--- src/rtl/key_event_decode_pkg.sv ---
// Shared definitions for the per-key gesture classifier.
package key_event_decode_pkg;

    // Default timing at a 50 MHz system clock.
    localparam int unsigned KEY_LONG_CYC_DEF = 50_000_000; // 1 s hold
    localparam int unsigned KEY_GAP_CYC_DEF  = 15_000_000; // 300 ms double-click window
    localparam int unsigned KEY_REP_CYC_DEF  = 10_000_000; // 200 ms auto-repeat
    localparam int unsigned KEY_CNT_W_DEF    = 26;

    // Gesture FSM states.
    typedef enum logic [2:0] {
        ST_IDLE   = 3'd0,
        ST_PRESS1 = 3'd1,
        ST_WAIT2  = 3'd2,
        ST_PRESS2 = 3'd3,
        ST_LONG   = 3'd4
    } key_state_e;

    // Debounced edge decode: key_state is 0 on a press edge, 1 on a release edge.
    function automatic logic is_press(input logic flag, input logic state);
        return flag & ~state;
    endfunction

    function automatic logic is_release(input logic flag, input logic state);
        return flag & state;
    endfunction

endpackage

--- src/rtl/key_event_decode.sv ---
// Per-key gesture classifier: short press, double click, long press and
// auto-repeat pulses from debounced press/release edges.
module key_event_decode
    import key_event_decode_pkg::*;
#(
    parameter int unsigned LONG_CYC = KEY_LONG_CYC_DEF,
    parameter int unsigned GAP_CYC  = KEY_GAP_CYC_DEF,
    parameter int unsigned REP_CYC  = KEY_REP_CYC_DEF,
    parameter int unsigned CNT_W    = KEY_CNT_W_DEF
) (
    input  logic Clk,
    input  logic Rst_n,
    input  logic key_flag,
    input  logic key_state,
    output logic pressed,
    output logic short_pulse,
    output logic double_pulse,
    output logic long_pulse,
    output logic repeat_pulse
);

    localparam logic [CNT_W-1:0] LONG_LAST = CNT_W'(LONG_CYC - 1);
    localparam logic [CNT_W-1:0] GAP_LAST  = CNT_W'(GAP_CYC - 1);
    localparam logic [CNT_W-1:0] REP_LAST  = CNT_W'(REP_CYC - 1);

    key_state_e       state_q;
    logic [CNT_W-1:0] cnt_q;
    logic             pressed_q;
    logic             short_q;
    logic             double_q;
    logic             long_q;
    logic             repeat_q;

    logic press_c;
    logic release_c;

    assign press_c   = is_press(key_flag, key_state);
    assign release_c = is_release(key_flag, key_state);

    // Gesture FSM with its cycle counter; every state change clears the counter
    // and every terminal count forces a change or clear, so it never wraps.
    always_ff @(posedge Clk or negedge Rst_n) begin
        if (!Rst_n) begin
            state_q   <= ST_IDLE;
            cnt_q     <= '0;
            pressed_q <= 1'b0;
            short_q   <= 1'b0;
            double_q  <= 1'b0;
            long_q    <= 1'b0;
            repeat_q  <= 1'b0;
        end else begin
            short_q  <= 1'b0;
            double_q <= 1'b0;
            long_q   <= 1'b0;
            repeat_q <= 1'b0;
            unique case (state_q)
                ST_IDLE: begin
                    if (press_c) begin
                        state_q   <= ST_PRESS1;
                        cnt_q     <= '0;
                        pressed_q <= 1'b1;
                    end
                end
                ST_PRESS1: begin
                    // A release on the terminal cycle beats long detection.
                    if (release_c) begin
                        state_q   <= ST_WAIT2;
                        cnt_q     <= '0;
                        pressed_q <= 1'b0;
                    end else if (cnt_q == LONG_LAST) begin
                        state_q <= ST_LONG;
                        cnt_q   <= '0;
                        long_q  <= 1'b1;
                    end else begin
                        cnt_q <= cnt_q + CNT_W'(1);
                    end
                end
                ST_WAIT2: begin
                    // A press on the terminal cycle still forms a double click.
                    if (press_c) begin
                        state_q   <= ST_PRESS2;
                        cnt_q     <= '0;
                        pressed_q <= 1'b1;
                    end else if (cnt_q == GAP_LAST) begin
                        state_q <= ST_IDLE;
                        cnt_q   <= '0;
                        short_q <= 1'b1;
                    end else begin
                        cnt_q <= cnt_q + CNT_W'(1);
                    end
                end
                ST_PRESS2: begin
                    if (release_c) begin
                        state_q   <= ST_IDLE;
                        cnt_q     <= '0;
                        pressed_q <= 1'b0;
                        double_q  <= 1'b1;
                    end
                end
                ST_LONG: begin
                    // Release suppresses a same-cycle repeat.
                    if (release_c) begin
                        state_q   <= ST_IDLE;
                        cnt_q     <= '0;
                        pressed_q <= 1'b0;
                    end else if (cnt_q == REP_LAST) begin
                        cnt_q    <= '0;
                        repeat_q <= 1'b1;
                    end else begin
                        cnt_q <= cnt_q + CNT_W'(1);
                    end
                end
                default: begin
                    state_q   <= ST_IDLE;
                    cnt_q     <= '0;
                    pressed_q <= 1'b0;
                end
            endcase
        end
    end

    assign pressed      = pressed_q;
    assign short_pulse  = short_q;
    assign double_pulse = double_q;
    assign long_pulse   = long_q;
    assign repeat_pulse = repeat_q;

endmodule

--- config.mk ---
export PLATFORM = sky130hd
export DESIGN_NAME = key_event_decode
export DESIGN_NICKNAME = d
export VERILOG_FILES = /design/src/rtl/key_event_decode_pkg.sv /design/src/rtl/key_event_decode.sv
export SDC_FILE = /design/constraint.sdc
export NUM_CORES = 1
export LEC_CHECK = 0
export ABC_CLOCK_PERIOD_IN_PS = 4300
export CORE_ASPECT_RATIO = 0.8
export CORE_UTILIZATION = 44
export CTS_CLUSTER_DIAMETER = 60
export DETAILED_ROUTE_END_ITERATION = 10
export PLACE_DENSITY = 0.61
export RECOVER_POWER = 100
export SLEW_MARGIN = 10
export SYNTH_ARGS = -nofsm -noshare
export SYNTH_HDL_FRONTEND = slang
export SYNTH_SLANG_ARGS = --single-unit
--- constraint.sdc ---
create_clock -name Clk -period 4.3 [get_ports Clk]
set_clock_uncertainty 0.1 [all_clocks]
set_input_delay 0.43 -clock Clk [delete_from_list [all_inputs] [get_ports Clk]]
set_output_delay 0.43 -clock Clk [all_outputs]
set_load 0.01 [all_outputs]
# Yosys cells after proc, flatten, opt, wreduce, memory -nomap -nowiden
# Index checks and enable logic that the tools add are counted.
dict set report totals {
  regBits 34
  input_bits 4
  output_inout_bits 5
}
dict set report classes {
  addsub 1
  eq_ne 14
  muxes 30
  n_bitwise 3
  n_reduce_logical 7
}
# op count
set op_table {}
lappend op_table {{$mux 26} 8}
lappend op_table {{$pmux 26 s5} 1}
lappend op_table {{$eq 26x24->1 const B} 2}
lappend op_table {{$add 26x1->26 const B} 1}
lappend op_table {{$eq 26x26->1 const B} 1}
lappend op_table {{$mux 3} 6}
lappend op_table {{$mux 1} 13}
lappend op_table {{$pmux 3 s4} 1}
lappend op_table {{$eq 3x2->1 const B} 2}
lappend op_table {{$ne 2x1->1 const B} 3}
lappend op_table {{$ne 3x3->1 const B} 2}
lappend op_table {{$ne 2x2->1 const B} 2}
lappend op_table {{$reduce_and 2->1} 2}
lappend op_table {{$reduce_and 4->1} 1}
lappend op_table {{$reduce_or 2->1} 2}
lappend op_table {{$eq 3x1->1 const B} 1}
lappend op_table {{$eq 3x3->1 const B} 1}
lappend op_table {{$logic_not 3->1} 1}
lappend op_table {{$reduce_or 3->1} 1}
lappend op_table {{$and 1x1->1} 2}
lappend op_table {{$pmux 1 s2} 1}
lappend op_table {{$not 1->1} 1}

# Logic depth before layout (Yosys ltp)
dict set report depth {
  word_depth 4
  ltp_mapped 8
}

# Worst setup path after synthesis
# OpenSTA, ideal clock, no wires.
dict set report synth_timing {
  path_kind {reg2reg}
  from {register cnt_q[0]}
  to {register cnt_q[8]}
  arrival_ns 2.279
  t_required_ns 4.076
  path_slack_ns 1.797
  stages_incl_launch_ff 9
  n_path_buf 1
  synth_period_minus_slack_ns 2.503
  cell_sequence {dfrtp_1 > ha_1 > and3_2 > nand4_2 > or4_4 > a221oi_4 > buf_6 > nor3_1 > a211o_1}
}
dict set report synth_between {
  elab_chain_cells 4
  elab_cells_between_ends 11
  cone_classes {add/sub: 1; eq/ne: 3; mux: 7}
}
# item line
set synth_rtl {}
lappend synth_rtl {{from (decl)} key_event_decode.sv:27} ;# logic [CNT_W-1:0] cnt_q;
lappend synth_rtl {{from (signal assigned)} key_event_decode.sv:75} ;# cnt_q <= cnt_q + CNT_W'(1);
lappend synth_rtl {{from (signal assigned)} key_event_decode.sv:89} ;# cnt_q <= cnt_q + CNT_W'(1);
lappend synth_rtl {{from (signal assigned)} key_event_decode.sv:110} ;# cnt_q <= cnt_q + CNT_W'(1);
lappend synth_rtl {{$add 26x1->26, or another cell as far along} {key_event_decode.sv:75, key_event_decode.sv:89, key_event_decode.sv:110}}
lappend synth_rtl {{$mux 26, on equally long branches} {key_event_decode.sv:106, key_event_decode.sv:84, key_event_decode.sv:70}}
lappend synth_rtl {{$mux 26, on equally long branches} {key_event_decode.sv:102, key_event_decode.sv:80, key_event_decode.sv:66}}
lappend synth_rtl {{$pmux 26 s5 *} key_event_decode.sv:56} ;# unique case (state_q)
# Mark *: on every way between the ends. The rest lies on a longest branch, timed or not.
# A chain may end at the register's enable or synchronous reset.

# Final worst setup path
dict set report layout_timing {
  from {register cnt_q[17]}
  to {register cnt_q[7]}
}
dict set report layout_between {
  elab_chain_cells 4
  elab_cells_between_ends 10
  cone_classes {eq/ne: 3; mux: 7}
}
# item line
set layout_rtl {}
lappend layout_rtl {{$eq 26x24->1, or another cell as far along} key_event_decode.sv:106} ;# end else if (cnt_q == REP_LAST) begin
lappend layout_rtl {{$mux 26, on equally long branches} {key_event_decode.sv:106, key_event_decode.sv:84, key_event_decode.sv:70}}
lappend layout_rtl {{$mux 26, on equally long branches} {key_event_decode.sv:102, key_event_decode.sv:80, key_event_decode.sv:66}}
lappend layout_rtl {{$pmux 26 s5 *} key_event_decode.sv:56}
# Marks and branches as above.

==> results.cfg <==
[run_status]
status = complete, but fails checks
violations = capacitance limit, slew limit

[clock_network]
cts_buffers = 5
cts_hold_buffers = 0
ctsResizeCount = 0
path_clk_slew_ps = 70
cts_sinks = 34
clk_latency_ps = 280
htree_num_levels = 2
clockBufferDepth = 2
cts-root-buf = clkbuf_8
postCtsSetupBuffers = 0
cts_tree = done

[global_routing]
grt_pass1_vias = 1429
grt_max_degree = 35
grt-ovfl-total = 0
grt_antenna_before_repair = 0
grt_usage_pct = 19.9
grt_pass1_wl_mm = 7.14

[synth]
synth_flop_cell = dfrtp_1
synth_cell_type_count = 52
synth_area_leader_cell = dfrtp_1
synth-edff-count = 0
yosys-top-cells-count = 34 x dfrtp_1, 28 x nor2_1, 15 x nand2_1
ys_ff_latch = 34
syn_area_per_cell_um2 = 9.30
syn_nets = 218
synth_top_cells_by_area = dfrtp_1 43%, nor2_1 5.3%, xnor2_1 4.4%
async_reset_ff_share_pct = 100
synth.most_common_cell = dfrtp_1
yosys_warnings = 0
netlist_instances = 213
netlist_area_um2 = 1980
yosysTopAreaCellShare_pct = 42.9
synth_seq_area_share_pct = 42.9

[drt]
wl_per_cell_um = 15.8
vias = 1643
wirelength_mm = 4.40
ant_nets = 0
viasPerCell = 5.89
drc = 0
firstDrtPassIters = 4
drt-initial-drc-count = 101

[sta]
slew_viol_final = 35
rsz0062_at_grt = false
setup_viol = 0
slew_headroom_pct = -21.3
hold_violations = 0
fin_crit_ps = 3130
fin_hold_ws_ps = 397
fmax_mhz = 319
period_share_pct = 72.9
fin_setup_tns_ps = 0
tightest_slew_ps = 1820

[power_and_ir_drop]
swShare_pct = 38.6
p_leak_nw = 0.870
p_sw_uw = 369
p_seq_share_pct = 41.0
p_int_uw = 586
powerDensity_nw_per_um2 = 442
power_frac_clock_pct = 24.4
p_comb_share_pct = 34.6
power_uw = 955
peakVddDrop_v = 0.000177

[worst_hold_path]
hold_class = register to register

[floorplan]
die_x_um = 77.0
core_um2 = 4260
chipHeight_um = 62.0
boundaryPins = 9
die_area_um2 = 4780
initial_utilization_pct = 46.6
row_count = 21

[place]
gp_congestion = 0.919
dp_hpwl_mm = 3.17
numPortBuffers = 8
place_area_um2 = 2080

[critical_path]
cp-end-kind = register
critPathSlowestCell = a221oi_4
critPathKind = register to register
reg2reg_setup_slack_ps = 1170
worstPathMaxFanout = 21
path_cells = nor4b_1 > nand4_1 > or4_1 > a221oi_4 > and2_2 > o32ai_1
worst_path_largest_cell_delay_ps = 570
worstPathRequired_ps = 4340
critical-path-top-delay-family = simple AND/OR/NAND/NOR gates
worstPathArrival_ps = 3170
start_kind = register
crit_buf_inv = 0

[final_layout]
final_area_um2 = 2160
fillers = 401
multi_input_area_um2 = 1040
drive_gt1_share_pct = 11.3
area_growth_syn_to_layout_pct = 8.96
fin_nets = 228
regArea_um2 = 851
utilization_pct = 50.7
n_antenna_cell = 0

[flow_run]
max_cap_violations = 1
## path summary, 6_finish.rpt
| check | endpoint | startpoint | depth (start not counted) |
|---|---|---|---|
| worst max-delay path | cnt_q[7] | cnt_q[17] | 6 |
| worst min-delay path | pressed | pressed | 2 |
| worst max register to register | cnt_q[7] | cnt_q[17] | 6 |
| worst min register to register | pressed | pressed | 2 |
| max in group asynchronous | cnt_q[14] | Rst_n | 2 |
| min in group asynchronous | cnt_q[3] | Rst_n | 2 |
## cell usage in the layout, fill, tap and decap left out, drive strengths merged, types with 2 or more instances in the layout
cell,n
nor3b,3
nand3,12
o31ai,2
or4,3
clkbuf,7
nor4,4
nor2,28
and2,5
dfrtp,34
mux2i,2
or2,2
xnor2,10
inv,4
a21o,2
and3,8
or3,6
a22oi,2
a221oi,2
nand2,15
buf,2
dlygate4sd3,7
nand4,9
nor2b,2
o32ai,2
a21oi,5
o21ai,17
nor3,8
xor2,2
## area by class of cell
cell class	instances	share of cell area [%]
clock buffer	6	3.82
inverter	4	0.695
multi-input combinational	167	48.2
sequential	34	39.4
tap	57	3.30
timing repair buffer	11	4.58
## layer usage
metal | global-route usage [%] | wire length, um | up-vias
li1 | - | - | 792
met1 | 26.3 | 2080 | 809
met2 | 32.5 | 2100 | 38
met3 | 4.23 | 174 | 4
met4 | 8.89 | 44 | 0
met5 | 0 | 0 | -
## flip-flops by register name, summed over array words and instances (netlist names)
register      flops
repeat_pulse      1
short_pulse       1
long_pulse        1
cnt_q            26
double_pulse      1
pressed           1
state_q           3
## logic make-up after synthesis
logic type	count (synthesis)	synth area share, %
compound gates	40	14.2
xor+xnor	12	5.30
fa+ha+maj	1	0.631
buf+inv	12	4.36
flops	34	42.9
mux	3	1.58
simple gates	111	31.0
## tightest hold or removal path: cells and delay by family, from the launching register on
kind               cells  cell delay [ps]
DFF                    1              330
AOI/OAI and AO/OA      2              130
## per-stage QoR
| step | std cells | setup WS, ps |
|---|---|---|
| finish | 279 | 1170 |
| global route | 279 | 877 |
| CTS | 279 | 1160 |
| detailed placement | 273 | 1190 |
| global placement | 273 | 1300 |
| floorplan | 213 | 1800 |
## power by group through the flow
stage,Sequential [mW],Combinational (mW),Clock (mW)
2_1_floorplan,0.372,0.313,0
3_3_place_gp,0.395,0.327,0
3_5_place_dp,0.397,0.334,0
4_1_cts,0.390,0.336,0.238
5_1_grt,0.398,0.366,0.250
6_report,0.391,0.330,0.233
No activity file was read; power rests on OpenSTA's default activity.
